File: config.mk
export PLATFORM = sky130hd
export DESIGN_NAME = mips_mc_control_flat
export DESIGN_NICKNAME = d
export VERILOG_FILES = /design/src/rtl/mips_mc_control_pkg.sv /design/src/rtl/mips_mc_control_if.sv /design/src/rtl/mips_mc_control_alu_decoder.sv /design/src/rtl/mips_mc_control.sv /design/src/flat_wrapper.sv
export SDC_FILE = /design/constraint.sdc
export NUM_CORES = 1
export LEC_CHECK = 0
export BUFFER_PORTS_ARGS = -buffer_cell sky130_fd_sc_hd__buf_2
export CAP_MARGIN = 20
export CORE_AREA = 2 2 51 53
export DETAILED_ROUTE_END_ITERATION = 8
export DIE_AREA = 0 0 53 55
export HOLD_SLACK_MARGIN = 0.06
export PLACE_DENSITY = 0.58
export SETUP_SLACK_MARGIN = 0.4
export SLEW_MARGIN = 40
export SYNTH_ARGS = -nofsm -noshare
export SYNTH_HDL_FRONTEND = slang
export SYNTH_HIERARCHICAL = 1
export SYNTH_SLANG_ARGS = --single-unit
File: constraint.sdc
create_clock -name clk -period 5 [get_ports clk]
set_clock_uncertainty 0.15 [all_clocks]
set_input_delay 1 -clock clk [delete_from_list [all_inputs] [get_ports clk]]
set_output_delay 1 -clock clk [all_outputs]
set_load 0.02 [all_outputs]
File: src/rtl/mips_mc_control_pkg.sv
// Shared encodings for the multicycle MIPS control unit: FSM states, opcodes,
// funct codes, ALU codes, mux selects and the FSM-to-ALU-decoder opcode class.
package mips_ctrl_pkg;

  typedef enum logic [3:0] {
    RESET_S = 4'd0,
    FETCH   = 4'd1,
    DECODE  = 4'd2,
    MEMADR  = 4'd3,
    MEMRD   = 4'd4,
    MEMWB   = 4'd5,
    MEMWR   = 4'd6,
    EXECUTE = 4'd7,
    ALUWB   = 4'd8,
    BRANCH  = 4'd9,
    ADDIEX  = 4'd10,
    IMMWB   = 4'd11,
    JUMP    = 4'd12,
    LOGICEX = 4'd13
  } state_t;

  typedef enum logic [1:0] {
    ALUOP_ADD   = 2'b00,
    ALUOP_SUB   = 2'b01,
    ALUOP_FUNCT = 2'b10,
    ALUOP_LOGIC = 2'b11
  } aluop_t;

  localparam logic [5:0] OP_RTYPE = 6'b000000;
  localparam logic [5:0] OP_J     = 6'b000010;
  localparam logic [5:0] OP_BEQ   = 6'b000100;
  localparam logic [5:0] OP_ADDI  = 6'b001000;
  localparam logic [5:0] OP_ANDI  = 6'b001100;
  localparam logic [5:0] OP_ORI   = 6'b001101;
  localparam logic [5:0] OP_LW    = 6'b100011;
  localparam logic [5:0] OP_SW    = 6'b101011;

  localparam logic [5:0] FN_ADD = 6'b100000;
  localparam logic [5:0] FN_SUB = 6'b100010;
  localparam logic [5:0] FN_AND = 6'b100100;
  localparam logic [5:0] FN_OR  = 6'b100101;
  localparam logic [5:0] FN_SLT = 6'b101010;

  localparam logic [2:0] ALU_AND = 3'b000;
  localparam logic [2:0] ALU_OR  = 3'b001;
  localparam logic [2:0] ALU_ADD = 3'b010;
  localparam logic [2:0] ALU_SUB = 3'b110;
  localparam logic [2:0] ALU_SLT = 3'b111;

  localparam logic [1:0] ASB_REGB = 2'b00;
  localparam logic [1:0] ASB_FOUR = 2'b01;
  localparam logic [1:0] ASB_SEXT = 2'b10;
  localparam logic [1:0] ASB_ZEXT = 2'b11;

  localparam logic [1:0] PCS_ALU    = 2'b00;
  localparam logic [1:0] PCS_ALUOUT = 2'b01;
  localparam logic [1:0] PCS_JUMP   = 2'b10;

  // True when the opcode/funct pair is something the FSM can sequence.
  function automatic logic instr_legal(input logic [5:0] op, input logic [5:0] funct);
    logic ok;
    ok = 1'b0;
    case (op)
      OP_LW, OP_SW, OP_BEQ, OP_ADDI, OP_J: ok = 1'b1;
      OP_RTYPE: ok = (funct == FN_ADD) || (funct == FN_SUB) || (funct == FN_AND) ||
                     (funct == FN_OR)  || (funct == FN_SLT);
`ifdef MC_IMMLOGIC_EN
      OP_ANDI, OP_ORI: ok = 1'b1;
`endif
      default: ok = 1'b0;
    endcase
    return ok;
  endfunction

endpackage

File: src/rtl/mips_mc_control_if.sv
// Memory handshake bundle between the control unit (master) and shared memory (slave).
interface mips_mc_control_if;
  logic mem_req;
  logic mem_write;
  logic iord;
  logic mem_ready;

  modport master (output mem_req, output mem_write, output iord, input mem_ready);
  modport slave  (input mem_req, input mem_write, input iord, output mem_ready);
endinterface

File: src/rtl/mips_mc_control_alu_decoder.sv
// Combinational ALU decoder: maps the FSM's operation class plus funct/op to alucont.
module alu_decoder
  import mips_ctrl_pkg::*;
(
  input  aluop_t     aluop,
  input  logic [5:0] funct,
  input  logic [5:0] op,
  output logic [2:0] alucont
);

  always_comb begin
    alucont = ALU_ADD;
    case (aluop)
      ALUOP_ADD: alucont = ALU_ADD;
      ALUOP_SUB: alucont = ALU_SUB;
      ALUOP_FUNCT: begin
        case (funct)
          FN_ADD:  alucont = ALU_ADD;
          FN_SUB:  alucont = ALU_SUB;
          FN_AND:  alucont = ALU_AND;
          FN_OR:   alucont = ALU_OR;
          FN_SLT:  alucont = ALU_SLT;
          default: alucont = ALU_ADD;
        endcase
      end
      ALUOP_LOGIC: alucont = (op == OP_ANDI) ? ALU_AND : ALU_OR;
      default: alucont = ALU_ADD;
    endcase
  end

endmodule

File: src/rtl/mips_mc_control.sv
// Multicycle MIPS control FSM. Define MC_IMMLOGIC_EN to add andi/ori (LOGICEX state);
// without it those opcodes raise illegal_op.
module mips_mc_control
  import mips_ctrl_pkg::*;
(
  input  logic                       clk,
  input  logic                       rst_n,
  input  logic [5:0]                 op,
  input  logic [5:0]                 funct,
  input  logic                       zero,
  mips_mc_control_if.master          mem_bus,
  output logic                       ir_write,
  output logic                       reg_write,
  output logic                       reg_dst,
  output logic                       mem_to_reg,
  output logic                       alusrca,
  output logic [1:0]                 alusrcb,
  output logic [2:0]                 alucont,
  output logic [1:0]                 pcsrc,
  output logic                       pcen,
  output logic                       illegal_op
);

  state_t     state, next_state;
  aluop_t     aluop;
  logic       alu_use;
  logic [2:0] dec_alucont;
  logic       mem_req, mem_write, iord;

  always_ff @(posedge clk or negedge rst_n) begin
    if (!rst_n) state <= RESET_S;
    else        state <= next_state;
  end

  always_comb begin
    next_state = state;
    case (state)
      RESET_S: next_state = FETCH;
      FETCH:   next_state = mem_bus.mem_ready ? DECODE : FETCH;
      DECODE: begin
        next_state = FETCH;
        if (instr_legal(op, funct)) begin
          case (op)
            OP_LW, OP_SW: next_state = MEMADR;
            OP_RTYPE:     next_state = EXECUTE;
            OP_BEQ:       next_state = BRANCH;
            OP_ADDI:      next_state = ADDIEX;
            OP_J:         next_state = JUMP;
`ifdef MC_IMMLOGIC_EN
            OP_ANDI, OP_ORI: next_state = LOGICEX;
`endif
            default:      next_state = FETCH;
          endcase
        end
      end
      MEMADR:  next_state = (op == OP_SW) ? MEMWR : MEMRD;
      MEMRD:   next_state = mem_bus.mem_ready ? MEMWB : MEMRD;
      MEMWB:   next_state = FETCH;
      MEMWR:   next_state = mem_bus.mem_ready ? FETCH : MEMWR;
      EXECUTE: next_state = ALUWB;
      ALUWB:   next_state = FETCH;
      BRANCH:  next_state = FETCH;
      ADDIEX:  next_state = IMMWB;
      IMMWB:   next_state = FETCH;
      JUMP:    next_state = FETCH;
`ifdef MC_IMMLOGIC_EN
      LOGICEX: next_state = IMMWB;
`endif
      default: next_state = RESET_S;
    endcase
  end

  always_comb begin
    mem_req    = 1'b0;
    mem_write  = 1'b0;
    iord       = 1'b0;
    ir_write   = 1'b0;
    reg_write  = 1'b0;
    reg_dst    = 1'b0;
    mem_to_reg = 1'b0;
    alusrca    = 1'b0;
    alusrcb    = ASB_REGB;
    pcsrc      = PCS_ALU;
    pcen       = 1'b0;
    illegal_op = 1'b0;
    alu_use    = 1'b0;
    aluop      = ALUOP_ADD;
    case (state)
      FETCH: begin
        mem_req  = 1'b1;
        alusrcb  = ASB_FOUR;
        alu_use  = 1'b1;
        ir_write = mem_bus.mem_ready;
        pcen     = mem_bus.mem_ready;
      end
      DECODE: begin
        alusrcb    = ASB_SEXT;
        alu_use    = 1'b1;
        illegal_op = ~instr_legal(op, funct);
      end
      MEMADR: begin
        alusrca = 1'b1;
        alusrcb = ASB_SEXT;
        alu_use = 1'b1;
      end
      MEMRD: begin
        mem_req = 1'b1;
        iord    = 1'b1;
      end
      MEMWB: begin
        reg_write  = 1'b1;
        mem_to_reg = 1'b1;
      end
      MEMWR: begin
        mem_req   = 1'b1;
        mem_write = 1'b1;
        iord      = 1'b1;
      end
      EXECUTE: begin
        alusrca = 1'b1;
        alu_use = 1'b1;
        aluop   = ALUOP_FUNCT;
      end
      ALUWB: begin
        reg_write = 1'b1;
        reg_dst   = 1'b1;
      end
      BRANCH: begin
        alusrca = 1'b1;
        alu_use = 1'b1;
        aluop   = ALUOP_SUB;
        pcsrc   = PCS_ALUOUT;
        pcen    = zero;
      end
      ADDIEX: begin
        alusrca = 1'b1;
        alusrcb = ASB_SEXT;
        alu_use = 1'b1;
      end
      IMMWB: reg_write = 1'b1;
      JUMP: begin
        pcsrc = PCS_JUMP;
        pcen  = 1'b1;
      end
`ifdef MC_IMMLOGIC_EN
      LOGICEX: begin
        alusrca = 1'b1;
        alusrcb = ASB_ZEXT;
        alu_use = 1'b1;
        aluop   = ALUOP_LOGIC;
      end
`endif
      default: ;
    endcase
  end

  alu_decoder u_alu_decoder (
    .aluop   (aluop),
    .funct   (funct),
    .op      (op),
    .alucont (dec_alucont)
  );

  // States that do not use the ALU report code 000 so every unlisted output is zero.
  assign alucont           = alu_use ? dec_alucont : 3'b000;
  assign mem_bus.mem_req   = mem_req;
  assign mem_bus.mem_write = mem_write;
  assign mem_bus.iord      = iord;

endmodule

File: src/flat_wrapper.sv
// flat-port wrapper written by rule: the top's interface ports become plain ports
module mips_mc_control_flat import mips_ctrl_pkg::*;
  (clk, rst_n, op, funct, zero, ir_write, reg_write, reg_dst, mem_to_reg, alusrca, alusrcb, alucont, pcsrc, pcen, illegal_op, mem_bus_mem_req, mem_bus_mem_write, mem_bus_iord, mem_bus_mem_ready);
  mips_mc_control_if mem_bus_i ();
  input  logic clk;
  input  logic rst_n;
  input  logic [5:0] op;
  input  logic [5:0] funct;
  input  logic zero;
  output logic ir_write;
  output logic reg_write;
  output logic reg_dst;
  output logic mem_to_reg;
  output logic alusrca;
  output logic [1:0] alusrcb;
  output logic [2:0] alucont;
  output logic [1:0] pcsrc;
  output logic pcen;
  output logic illegal_op;
  output wire logic [$bits(mem_bus_i.mem_req)-1:0] mem_bus_mem_req;
  output wire logic [$bits(mem_bus_i.mem_write)-1:0] mem_bus_mem_write;
  output wire logic [$bits(mem_bus_i.iord)-1:0] mem_bus_iord;
  input wire logic [$bits(mem_bus_i.mem_ready)-1:0] mem_bus_mem_ready;
  assign mem_bus_mem_req = mem_bus_i.mem_req;
  assign mem_bus_mem_write = mem_bus_i.mem_write;
  assign mem_bus_iord = mem_bus_i.iord;
  assign mem_bus_i.mem_ready = mem_bus_mem_ready;
  mips_mc_control u_core (.clk(clk), .rst_n(rst_n), .op(op), .funct(funct), .zero(zero), .mem_bus(mem_bus_i), .ir_write(ir_write), .reg_write(reg_write), .reg_dst(reg_dst), .mem_to_reg(mem_to_reg), .alusrca(alusrca), .alusrcb(alusrcb), .alucont(alucont), .pcsrc(pcsrc), .pcen(pcen), .illegal_op(illegal_op));
endmodule
== After elaboration in Yosys (flattened, before gate mapping) ==
Cells that the tools add are included.
Cells by class
  bitwise logic cells: 1
  mux-type cells: 27
  reductions and logical operators: 16
  equality and inequality tests: 26
Operators with widths (count)
  $eq 6x6->1 const B: 7
  $pmux 4 s8: 1
  $pmux 3 s4: 2
  $eq 4x4->1 const B: 5
  $pmux 4 s5: 1
  $eq 4x3->1 const B: 4
  $mux 1: 13
  $eq 6x4->1 const B: 2
  $pmux 2 s2: 3
  $reduce_or 6->1: 2
  $reduce_or 3->1: 3
  $eq 4x2->1 const B: 2
  $eq 6x2->1 const B: 1
  $eq 6x3->1 const B: 1
  $logic_not 6->1: 1
  $mux 3: 2
  $reduce_or 5->1: 1
  $eq 2x2->1 const B: 2
  $eq 4x1->1 const B: 1
  $logic_not 4->1: 1
  $logic_or 1x1->1: 4
  $mux 2: 2
  $mux 4: 1
  $reduce_or 2->1: 2
  other kinds (6): 6
Word-level totals
  logic and storage cells: 71
  bits in registers: 4

== Logic depth before layout (Yosys ltp) ==
  depth in word-level cells: 9
  depth in mapped cells: 7
  gate-level depth less buffers: 6

== Hierarchy ==
The synthesis kept the hierarchy.
Modules (own cells, without submodules)
  mips_mc_control: cells each 83, times used 1, area an instance 583.1 sq um
  alu_decoder: cells each 15, times used 1, area an instance 91.3 sq um

== Worst setup path after synthesis ==
Ideal clock, no wire load.
  path kind: input to output
  start point: input port op[1]
  end point: output port illegal_op
  arrival: 2.322 ns
  path buffers: 0
  stages on the path: 4
  slack: 1.528 ns
  cells stage by stage: or4_4 -> or4_4 -> a21boi_2 -> nor2_1
Between the ends
  cells in the longest elaborated chain, start to end: 6
  elaborated cells on any way between the ends: 11
  those cells by class: eq/ne (5); mux (3); bitwise (1); reduce/logical (2)
RTL lines
  start: declaration: RTL line flat_wrapper.sv:7  | input logic [5:0] op;
  $eq 6x6->1, or another cell as far along: RTL line mips_mc_control_pkg.sv:63  | case (op)
  $reduce_or 5->1: RTL line mips_mc_control_pkg.sv:63
  $pmux 1 s2 *: RTL line mips_mc_control_pkg.sv:63
  $mux 1 *: RTL line mips_mc_control.sv:88  | case (state)
  $not 1->1 *: RTL line mips_mc_control.sv:99  | illegal_op = ~instr_legal(op, funct);
  $mux 1 *: RTL line mips_mc_control.sv:88
  end: declaration: RTL line flat_wrapper.sv:19  | output logic illegal_op;
Every way passes the cells marked *; elsewhere a longest branch is shown, timed or not. The select of a mux whose other input is x is not followed.

== Worst setup path in the final report ==
Same ends and word-level chain as after synthesis.

==> reports/qor.yml <==
worst_setup_path:
  critical_path.startpoint_type: "input port"
  r2r_end: "u_core/state[1]"
  worst-r2r-setup-slack_ns: 3.20
  cp.required_ns: 3.85
  critical_path.endpoint_type: "output port"
  r2r_cells: 4
  worst-setup-path-type: "in -> out"
  worst-endpoint-arrival_ns: 2.58
  reg2reg_from: "u_core/state[0]"
  highest_net_fanout_along_the_worst_path: 6
finish:
  antennaDiodeCount: 0
  final_design_area_no_fill_um2: 875.8
  areaGrowthSynthToFinish_pct: 29.87
  biggestRegsByFlops: "u_core/state: 4 flops"
  regMostFlops: "u_core/state"
  largest_register_ff_count: 4
  filler_cell_count: 268
  final_nets: 146
  post_route_cells_drive_above_1_share: 0.3438
drt:
  detailedRoute.firstPassIterationCount: 4
  drt-total-wl_um: 1878
  route.vias.total: 832
  antenna_violating_nets_post_route: 0
  detail_route.wl_per_cell_um: 11.89
  route.detailed.drc: 0
  dr.first_iter.drc_count: 15
  avgViaCountPerCell: 5.266
sta:
  hold_violations: 0
  fin_crit_sh: 0.7453
  tightestPinTransition_ns: 0.4830
  timing.final.ws_setup_ns: 1.273
  setup-tns-final_ns: 0
  finalCriticalPeriod_ns: 3.727
  final-setup-viol-count: 0
  grt_setup_unrepaired: "no"
  max-slew-margin-rel: 0.6780
  maxSlewViolCount: 0
  clock.fmax_mhz: 268.3
clock_network:
  cts_tree: "yes"
  cts-resized-gates: 0
  clk-insertion-delay-late_ns: 0.23
  clockRootBuffer: "sky130_fd_sc_hd__clkbuf_4"
  cts_inserted_buffers: 3
  max-clock-path-buffers: 2
  clk_pin_slew_ns: 0.04
  post-cts-setup-buffers: 0
  cts-hold-fix-buffers: 0
  clock_tree.htree_level_count: 1
  clock-sinks: 4
synth:
  yosysWarningCount: 6
  syn_avg_cell_area_um2: 6.882
  syn-num-nets: 114
  netlist_instances: 98
  post_synth_instance_area_um2: 674.4
  share_of_synthesized_area_occupied_by_flip_flops_and_latches: 0.1484
  synth.ff_latch_count: 4
  synth_cell_types: 38
worst_hold_path:
  min-delay-path-class: "in -> async"
die:
  floorplan.rows: 18
  die_width_um: 53
  ioPinCount: 33
  fp.dieH_um: 55
  die-area_um2: 2915
  initial_utilization: 0.2852
  core_area_um2: 2365
placement:
  place_ws_ns: 1.272
  place.gp.congestion: 0.8817
  placedInstanceArea_um2: 853.3
  buffer_ports.inserted: 32
  detailed_place_hpwl_um: 1503
run:
  max_cap_violations: 0
power:
  pd_cells_nw_per_um2: 423.4
  static_leakage_power_nw: 0.4137
  power.ir.vdd_worst_mv: 0.1630
global_route:
  first_global_vias: 702
  global_route_wire_length_before_repair_um: 3022
  track_usage: 0.1371
  grt_antenna_before_repair: 0
  grt_max_degree: 19
  globalRouteOverflowTotal: 0
outcome:
  outcome: "finished clean"
-- cells by family after synthesis --
logic type                share of synthesized area
AOI/OAI and AO/OA                            0.2690
xor gates and xnor gates                    0.01299
buffers and inverters                       0.03895
DFF                                          0.1484
muxes                                       0.04824
and+or+nand+nor                              0.4824
-- placed cells by master (no fill, tap or decap), types with 2 or more instances in the layout --
cell type | Yosys | final
sky130_fd_sc_hd__inv_1 | 2 | 2
sky130_fd_sc_hd__o21ai_0 | 7 | 7
sky130_fd_sc_hd__dfrtp_1 | 4 | 4
sky130_fd_sc_hd__nor3b_1 | 4 | 4
sky130_fd_sc_hd__clkbuf_4 | 0 | 3
sky130_fd_sc_hd__nor2_1 | 11 | 11
sky130_fd_sc_hd__nand2b_1 | 7 | 7
sky130_fd_sc_hd__buf_2 | 0 | 32
sky130_fd_sc_hd__nand3b_1 | 2 | 2
sky130_fd_sc_hd__nor3_1 | 7 | 7
sky130_fd_sc_hd__mux2_2 | 2 | 2
sky130_fd_sc_hd__nor2b_1 | 7 | 7
sky130_fd_sc_hd__or4_4 | 2 | 2
sky130_fd_sc_hd__nand3_1 | 3 | 3
sky130_fd_sc_hd__o211ai_1 | 3 | 3
sky130_fd_sc_hd__o32ai_1 | 2 | 2
sky130_fd_sc_hd__nand2_1 | 8 | 8
sky130_fd_sc_hd__and2_1 | 2 | 2
-- critical path: stages --
cell and delay, ns:
sky130_fd_sc_hd__buf_2 0.13, sky130_fd_sc_hd__or4_4 0.53, sky130_fd_sc_hd__or4_4 0.54, sky130_fd_sc_hd__a21boi_2 0.16, sky130_fd_sc_hd__nor2_1 0.06, sky130_fd_sc_hd__buf_2 0.15
-- stage by stage --
stage	utilization	std cells	power, mW	hold WS (ns)
floorplan	-	98	0.2599	0.4368
global route	0.3704	158	0.4099	0.4101
finish	0.3704	158	0.3708	0.4157
detailed placement	0.3608	155	0.3338	0.6229
global placement	0.3608	155	0.3333	0.5997
CTS	0.3704	158	0.3746	0.4112
-- worst max path at each step --
| stage | from | endpoint | slack (ns) |
|---|---|---|---|
| 3_3_place_gp | op[1] | illegal_op | 1.29 |
| 3_5_place_dp | op[1] | illegal_op | 1.27 |
| 2_1_floorplan | op[1] | illegal_op | 1.53 |
| 6_report | op[1] | illegal_op | 1.27 |
| 5_1_grt | op[1] | illegal_op | 1.24 |
| 4_1_cts | op[1] | illegal_op | 1.27 |
-- report_power, final --
group / switching (mW) / leakage [nW] / internal, mW / total, mW
clock: 0.0115 / 0.0138 / 0.0267 / 0.0383
combinational: 0.146 / 0.348 / 0.0994 / 0.245
sequential: 0.0436 / 0.0518 / 0.0436 / 0.0872
total: 0.201 / 0.414 / 0.170 / 0.371
-- Yosys cell counts --
| library cell | number | area share |
|---|---|---|
| sky130_fd_sc_hd__nor2_1 | 11 | 0.061 |
| sky130_fd_sc_hd__nand2_1 | 8 | 0.045 |
| sky130_fd_sc_hd__nand2b_1 | 7 | 0.065 |
| sky130_fd_sc_hd__nor2b_1 | 7 | 0.065 |
| sky130_fd_sc_hd__nor3_1 | 7 | 0.052 |
| sky130_fd_sc_hd__o21ai_0 | 7 | 0.052 |
| sky130_fd_sc_hd__clkbuf_1 | 4 | 0.022 |
| sky130_fd_sc_hd__dfrtp_1 | 4 | 0.15 |
| sky130_fd_sc_hd__nor3b_1 | 4 | 0.045 |
| sky130_fd_sc_hd__nand3_1 | 3 | 0.022 |
| sky130_fd_sc_hd__o211ai_1 | 3 | 0.033 |
| sky130_fd_sc_hd__and2_1 | 2 | 0.019 |
| sky130_fd_sc_hd__inv_1 | 2 | 0.011 |
| sky130_fd_sc_hd__mux2_2 | 2 | 0.033 |
| sky130_fd_sc_hd__nand3b_1 | 2 | 0.022 |
| sky130_fd_sc_hd__o32ai_1 | 2 | 0.026 |
| sky130_fd_sc_hd__or4_4 | 2 | 0.033 |
| sky130_fd_sc_hd__a211o_1 | 1 | 0.013 |
| sky130_fd_sc_hd__a211o_2 | 1 | 0.015 |
| sky130_fd_sc_hd__a211oi_1 | 1 | 0.011 |
| sky130_fd_sc_hd__a21boi_0 | 1 | 0.011 |
| sky130_fd_sc_hd__a21boi_2 | 1 | 0.017 |
| sky130_fd_sc_hd__a21o_1 | 1 | 0.011 |
| sky130_fd_sc_hd__a21oi_1 | 1 | 0.0074 |
| sky130_fd_sc_hd__a22o_1 | 1 | 0.013 |
| sky130_fd_sc_hd__a31oi_1 | 1 | 0.0093 |
| sky130_fd_sc_hd__a32o_1 | 1 | 0.015 |
| sky130_fd_sc_hd__a32oi_1 | 1 | 0.013 |
| sky130_fd_sc_hd__a41o_1 | 1 | 0.015 |
| sky130_fd_sc_hd__and3_1 | 1 | 0.0093 |
| sky130_fd_sc_hd__buf_1 | 1 | 0.0056 |
| sky130_fd_sc_hd__mux2i_1 | 1 | 0.015 |
| sky130_fd_sc_hd__nand3_2 | 1 | 0.015 |
| sky130_fd_sc_hd__nand4_1 | 1 | 0.0093 |
| sky130_fd_sc_hd__o21ai_1 | 1 | 0.0074 |
| sky130_fd_sc_hd__or2_2 | 1 | 0.0093 |
| sky130_fd_sc_hd__or3_2 | 1 | 0.011 |
| sky130_fd_sc_hd__xor2_1 | 1 | 0.013 |
-- routing by layer --
metal	track usage	up-vias	part of all wire
met5	0	-	0
li1	-	426	-
met2	0.2417	31	0.48
met4	0.02564	0	0
met3	0.02688	0	0.065
met1	0.1753	375	0.45
-- layout make-up --
| cell class | count | area, um2 | share of cell area |
|---|---|---|---|
| multi-input combinational | 87 | 548.0 | 0.6257 |
| timing repair buffer | 32 | 160.2 | 0.1829 |
| inverter | 2 | 7.507 | 0.008571 |
| clock buffer | 3 | 22.52 | 0.02571 |
| tap | 30 | 37.54 | 0.04286 |
| sequential | 4 | 100.1 | 0.1143 |
No activity file was read; power rests on OpenSTA's default activity.
